### config.mk
export PLATFORM = sky130hd
export DESIGN_NAME = cla_seq_adder
export DESIGN_NICKNAME = d
export VERILOG_FILES = /design/src/rtl/cla_pkg.sv /design/src/rtl/cla_4bit.sv /design/src/rtl/cla_seq_adder.sv
export SDC_FILE = /design/constraint.sdc
export NUM_CORES = 1
export LEC_CHECK = 0
export ABC_AREA = 1
export CORE_UTILIZATION = 51
export DETAILED_ROUTE_END_ITERATION = 16
export PLACE_DENSITY = 0.79
export SLEW_MARGIN = 25
export SYNTH_ARGS = -nofsm -noshare
export SYNTH_HDL_FRONTEND = slang
export SYNTH_SLANG_ARGS = --single-unit
### constraint.sdc
create_clock -name clk -period 3 [get_ports clk]
set_clock_uncertainty 0.1 [all_clocks]
set_input_delay 0.3 -clock clk [delete_from_list [all_inputs] [get_ports clk]]
set_output_delay 0.3 -clock clk [all_outputs]
set_load 0.02 [all_outputs]
### src/rtl/cla_pkg.sv
// Shared definitions for the sequential carry-lookahead add/subtract engine:
// controller states, the slice width and the nibble-index sizing helper.
package cla_pkg;

  // Width of the single carry-lookahead slice that is time-multiplexed.
  localparam int NIBBLE = 4;

  // Controller states.
  typedef enum logic [1:0] {
    IDLE = 2'd0,
    RUN  = 2'd1,
    DONE = 2'd2
  } state_t;

  // Bits needed to index nslice nibbles; never less than one bit so a
  // single-nibble engine still has a legal counter.
  function automatic int idx_width(input int nslice);
    if (nslice > 1) begin
      return $clog2(nslice);
    end else begin
      return 1;
    end
  endfunction

endpackage

### src/rtl/cla_4bit.sv
// Four-bit carry-lookahead adder slice: generate/propagate terms with every
// internal carry expanded directly from cin so no ripple chain exists.
module cla_4bit (
  input  logic [3:0] a,
  input  logic [3:0] b,
  input  logic       cin,
  output logic [3:0] s,
  output logic       cout
);

  logic [3:0] g_s;
  logic [3:0] p_s;
  logic [4:0] c_s;

  // Lookahead carries and per-bit sums.
  always_comb begin
    g_s    = a & b;
    p_s    = a ^ b;
    c_s[0] = cin;
    c_s[1] = g_s[0] | (p_s[0] & cin);
    c_s[2] = g_s[1] | (p_s[1] & g_s[0]) | (p_s[1] & p_s[0] & cin);
    c_s[3] = g_s[2] | (p_s[2] & g_s[1]) | (p_s[2] & p_s[1] & g_s[0])
           | (p_s[2] & p_s[1] & p_s[0] & cin);
    c_s[4] = g_s[3] | (p_s[3] & g_s[2]) | (p_s[3] & p_s[2] & g_s[1])
           | (p_s[3] & p_s[2] & p_s[1] & g_s[0])
           | (p_s[3] & p_s[2] & p_s[1] & p_s[0] & cin);
    s      = p_s ^ c_s[3:0];
    cout   = c_s[4];
  end

endmodule

### src/rtl/cla_seq_adder.sv
// Sequential WIDTH-bit add/subtract engine. One cla_4bit slice is reused
// over WIDTH/4 cycles, least-significant nibble first, with the carry kept
// in a register between nibbles. Valid/ready handshakes on both sides; the
// DONE state can hand a result off and accept new operands in one cycle.
module cla_seq_adder
  import cla_pkg::*;
#(
  parameter int WIDTH = 16
) (
  input  logic             clk,
  input  logic             rst_n,
  input  logic             in_valid,
  output logic             in_ready,
  input  logic [WIDTH-1:0] a,
  input  logic [WIDTH-1:0] b,
  input  logic             cin,
  input  logic             sub,
  output logic             out_valid,
  input  logic             out_ready,
  output logic [WIDTH-1:0] sum,
  output logic             cout,
  output logic             ovf,
  output logic             busy
);

  localparam int NSLICE = WIDTH / NIBBLE;
  localparam int IW     = idx_width(NSLICE);
  localparam logic [IW-1:0] LAST_IDX = IW'(NSLICE - 1);

  if (((WIDTH % NIBBLE) != 0) || (WIDTH < NIBBLE)) begin : g_bad_width
    $error("cla_seq_adder: WIDTH must be a multiple of 4 and at least 4");
  end

  state_t           state_r;
  logic [IW-1:0]    idx_r;
  logic             carry_r;
  logic [WIDTH-1:0] a_r;
  logic [WIDTH-1:0] b_r;
  logic [WIDTH-1:0] sum_r;
  logic             cout_r;
  logic             ovf_r;
  logic             out_valid_r;
  logic             busy_r;

  logic             accept_s;
  logic [WIDTH-1:0] b_load_s;
  logic             carry_load_s;
  logic [3:0]       a_nib_s;
  logic [3:0]       b_nib_s;
  logic [3:0]       s_nib_s;
  logic             slice_cout_s;
  logic             ovf_s;

  // A result leaving DONE frees the engine in the same cycle, so ready
  // depends combinationally on out_ready in that state.
  assign in_ready = (state_r == IDLE) || ((state_r == DONE) && out_ready);
  assign accept_s = in_valid && in_ready;

  // Operand conditioning: subtraction is a + ~b + 1, and cin is dropped.
  always_comb begin
    if (sub) begin
      b_load_s     = ~b;
      carry_load_s = 1'b1;
    end else begin
      b_load_s     = b;
      carry_load_s = cin;
    end
  end

  // Nibble selection for the shared slice and the MSB overflow term
  // (carry into the sign bit xor carry out of it).
  always_comb begin
    a_nib_s = a_r[NIBBLE*int'(idx_r) +: NIBBLE];
    b_nib_s = b_r[NIBBLE*int'(idx_r) +: NIBBLE];
    ovf_s   = (a_r[WIDTH-1] ^ b_r[WIDTH-1] ^ s_nib_s[3]) ^ slice_cout_s;
  end

  cla_4bit u_slice (
    .a    (a_nib_s),
    .b    (b_nib_s),
    .cin  (carry_r),
    .s    (s_nib_s),
    .cout (slice_cout_s)
  );

  // Controller: operand capture, nibble stepping, result hold and handoff.
  always_ff @(posedge clk or negedge rst_n) begin
    if (!rst_n) begin
      state_r     <= IDLE;
      idx_r       <= '0;
      carry_r     <= 1'b0;
      a_r         <= '0;
      b_r         <= '0;
      sum_r       <= '0;
      cout_r      <= 1'b0;
      ovf_r       <= 1'b0;
      out_valid_r <= 1'b0;
      busy_r      <= 1'b0;
    end else if (accept_s) begin
      a_r         <= a;
      b_r         <= b_load_s;
      carry_r     <= carry_load_s;
      idx_r       <= '0;
      state_r     <= RUN;
      busy_r      <= 1'b1;
      out_valid_r <= 1'b0;
    end else begin
      case (state_r)
        RUN: begin
          sum_r[NIBBLE*int'(idx_r) +: NIBBLE] <= s_nib_s;
          carry_r <= slice_cout_s;
          if (idx_r == LAST_IDX) begin
            idx_r       <= '0;
            cout_r      <= slice_cout_s;
            ovf_r       <= ovf_s;
            state_r     <= DONE;
            busy_r      <= 1'b0;
            out_valid_r <= 1'b1;
          end else begin
            idx_r <= idx_r + 1'b1;
          end
        end
        DONE: begin
          if (out_ready) begin
            out_valid_r <= 1'b0;
            state_r     <= IDLE;
          end
        end
        IDLE: begin
          state_r <= IDLE;
        end
        default: begin
          state_r     <= IDLE;
          out_valid_r <= 1'b0;
          busy_r      <= 1'b0;
        end
      endcase
    end
  end

  assign out_valid = out_valid_r;
  assign sum       = sum_r;
  assign cout      = cout_r;
  assign ovf       = ovf_r;
  assign busy      = busy_r;

endmodule

==> results.json <==
{
  "run_status": "finished, final reports clean",
  "ys_warn_count": 0,
  "ir_drop_uv": 516,
  "drive_gt1_share_pct": 5.96,
  "combPwrFrac_pct": 54.9,
  "drv_slew": 0,
  "cts_sinks": 57,
  "netlist_area_mm2": 0.00291,
  "syn_nets": 391,
  "final.period_utilization_pct": 86.1,
  "synthCells": 341,
  "core_mm2": 0.00551,
  "synthTopCellsByArea": "dfrtp_1 (49%), nand2_1 (13%), o21ai_0 (9.5%), xnor2_1 (5.7%), ha_1 (4.7%)",
  "syn_to_final_growth_pct": 26.5,
  "place_inst": 460,
  "place_area_mm2": 0.00351,
  "setup_ws_ns": 0.416,
  "rr_startpoint": "idx_r[1]$_DFFE_PN0P_",
  "final_cell_mix": "nand2_1 (98), dfrtp_1 (57), clkdlybuf4s50_1 (57), o21ai_0 (55), nor2_1 (24)",
  "worst_hold_startpoint": "a_r[10]$_DFFE_PN0P_",
  "post-place-ws_ns": 0.399,
  "setup_tns_ns": 0,
  "multi_input_area_mm2": 0.00131,
  "gp_congestion": 0.927,
  "io_buffers": 58,
  "drc": 0,
  "dr.pass1.iters": 4,
  "post_cts_buffers": 0,
  "p_per_area_mw_per_mm2": 1180,
  "cts_tree": "yes",
  "worstHoldPathCells": 2,
  "rsz0062_at_grt": "false",
  "tightest_slew_ns": 0.871,
  "start_util_pct": 52.9,
  "totalWireLength_mm": 5.96,
  "synth_seq_cells": 57,
  "final_nets": 450,
  "diodes": 0,
  "p_seq_share_pct": 30.9,
  "overflow": 0,
  "routedWlPerCell_um": 12.6,
  "start_kind": "flop",
  "crit_fanout": 12,
  "cts_buffers": 9,
  "hold_viol": 0,
  "synth_seq_area_share_pct": 49.0,
  "drtIter0Drc": 137,
  "crit_arrival_ns": 2.73,
  "ant_nets": 0,
  "switchingPower_uw": 1980,
  "r2r_end": "sum[15]$_DFFE_PN0P_",
  "min_to": "a_r[10]$_DFFE_PN0P_",
  "die_w_um": 77.6,
  "dieArea_mm2": 0.00601,
  "cts.reportedPaths.clkPinSlew_ns": 0.06,
  "fin_crit_ns": 2.58,
  "p_clk_share_pct": 14.2,
  "yosysTopAreaCell": "dfrtp_1",
  "stdcell_area_mm2": 0.00368,
  "cts_htree_levels": 3,
  "synth_top_area_share_pct": 49.0,
  "rr_worst_depth": 12,
  "final_common_cell": "nand2_1",
  "dpl.hpwl_mm": 4.41,
  "reg2reg_setup_slack_ns": 0.42,
  "switching_share_pct": 45.6,
  "regArea_mm2": 0.00143,
  "cp_slowest_stage_delay_ns": 0.61,
  "cts_buffer_depth": 2,
  "num_io_pins": 59,
  "grt_max_degree": 53,
  "rows": 27,
  "crit_top_cell": "nand2_1",
  "die_h_um": 77.6,
  "n_fill_cell": 480,
  "instances_no_fill": 475,
  "leakagePower_uw": 0.00171,
  "cap_violations": 0,
  "vias": 2419,
  "synth_cell_types": 30,
  "endpoint_kind": "flop",
  "syn_avg_cell_area_um2": 8.54,
  "required_ns": 3.15,
  "vias_per_cell": 5.09,
  "clock_latency_ns": 0.34,
  "grt_pass1_wl_mm": 10.6,
  "setup_violations": 0,
  "p_int_uw": 2370,
  "critPathKind": "flop to flop",
  "grt_usage_pct": 22.8,
  "crit_slowest_cell": "dfrtp_1",
  "slew_headroom_pct": 41.8,
  "crit_chain": "clkinvlp_4, o21ai_0, o22ai_1, ha_1, nand2_1, nand2_1, nand2_1, nand2_1, nand2_1, nand2_1, nand3_1, o21ai_0",
  "grt_pass1_vias": 2365,
  "antenna_found_initial": 0,
  "fmaxAchievable_mhz": 387,
  "cts.root.buffer_cell": "clkbuf_8",
  "hp-class": "flop to flop"
}
==> registers in the layout, indices dropped and copies added, names as in the netlist <==
signal,count
a_r,16
b_r,16
sum,16
idx_r,2
state_r,2
busy,1
carry_r,1
cout,1
out_valid,1
ovf,1
==> cells in the mapped netlist (all sizes together) <==
| cell | instances |
|---|---|
| nand4 | 3 |
| o211ai | 1 |
| buf | 10 |
| o22ai | 9 |
| nor3 | 1 |
| clkbuf | 3 |
| nand2 | 101 |
| o311ai | 1 |
| o21ai | 56 |
| clkinv | 1 |
| xnor2 | 19 |
| ha | 11 |
| o31ai | 3 |
| a2bb2oi | 1 |
| fa | 1 |
| nand3 | 11 |
| nor2 | 28 |
| a21o | 1 |
| inv | 22 |
| dfrtp | 57 |
| or2 | 1 |
==> area by class of cell <==
type	instances	share of cell area [%]
multi-input cells	248	35.6
inverters	23	2.45
flip-flops and latches	57	38.7
clock buffers	14	4.42
well taps	72	2.45
repair buffers	61	16.3
==> per-stage QoR <==
| step | power (µW) | util [%] | hold slack [ns] |
|---|---|---|---|
| 6_report | 4350 | 66.9 | 0.376 |
| 5_1_grt | 4800 | 66.9 | 0.400 |
| 4_1_cts | 4360 | 66.8 | 0.382 |
| 3_5_place_dp | 3730 | 63.7 | 0.233 |
| 3_3_place_gp | 3650 | 63.7 | 0.220 |
| 2_1_floorplan | 3050 | - | -0.0956 |
==> routing by layer <==
metal | routed length, µm | global-route usage (%) | part of all wire, % | vias up
li1 | - | - | - | 1234
met1 | 2720 | 28.4 | 46 | 1098
met2 | 2870 | 38.0 | 48 | 71
met3 | 221 | 4.12 | 3.7 | 16
met4 | 160 | 11.7 | 2.7 | 0
met5 | 0 | 0 | 0 | -
==> worst max-delay path: cells and delay by family (launching register included) <==
kind	cells	cell delay, ns
AO/OA/AOI/OAI	3	0.46
flip-flops	1	0.61
adder cells (fa/ha/maj)	1	0.40
buffers and inverters	1	0.34
AND/OR/NAND/NOR	7	0.56
==> worst max path at each step <==
stage,start,to,slack (ns),cells past startpoint
2_1_floorplan,idx_r[0]$_DFFE_PN0P_,sum[14]$_DFFE_PN0P_,0.78,11
3_3_place_gp,idx_r[1]$_DFFE_PN0P_,ovf$_DFFE_PN0P_,0.53,13
3_5_place_dp,idx_r[1]$_DFFE_PN0P_,sum[15]$_DFFE_PN0P_,0.40,12
4_1_cts,idx_r[1]$_DFFE_PN0P_,sum[15]$_DFFE_PN0P_,0.36,12
5_1_grt,idx_r[1]$_DFFE_PN0P_,ovf$_DFFE_PN0P_,0.04,13
6_report,idx_r[1]$_DFFE_PN0P_,sum[15]$_DFFE_PN0P_,0.42,12
==> logic make-up (layout without fill, tap and decap cells) <==
kind of cell	count (synthesis)	in the layout	synth area share (%)
AO/OA/AOI/OAI	72	72	13.5
XOR/XNOR	19	19	5.72
adder cells (fa/ha/maj)	12	12	5.41
buffers and inverters	36	98	5.93
flip-flops	57	57	49.0
AND/OR/NAND/NOR	145	145	20.5
==> power groups by stage <==
stage                     clock network, µW  logic [µW]  registers [µW]
after floorplan                           0        1640            1410
after global placement                    0        2310            1340
after detailed placement                  0        2380            1350
after CTS                               627        2390            1340
after global routing                    660        2750            1390
final                                   618        2390            1340
==> repair_timing <==
| action | in CTS | in global routing |
|---|---|---|
| setup endpoints to repair | 0 | 1 |
| hold buffers | 1 | 0 |
| gates resized for setup | 0 | 1 |
| hold endpoints to repair | 25 | 0 |
(Power assumes the default switching activity.)
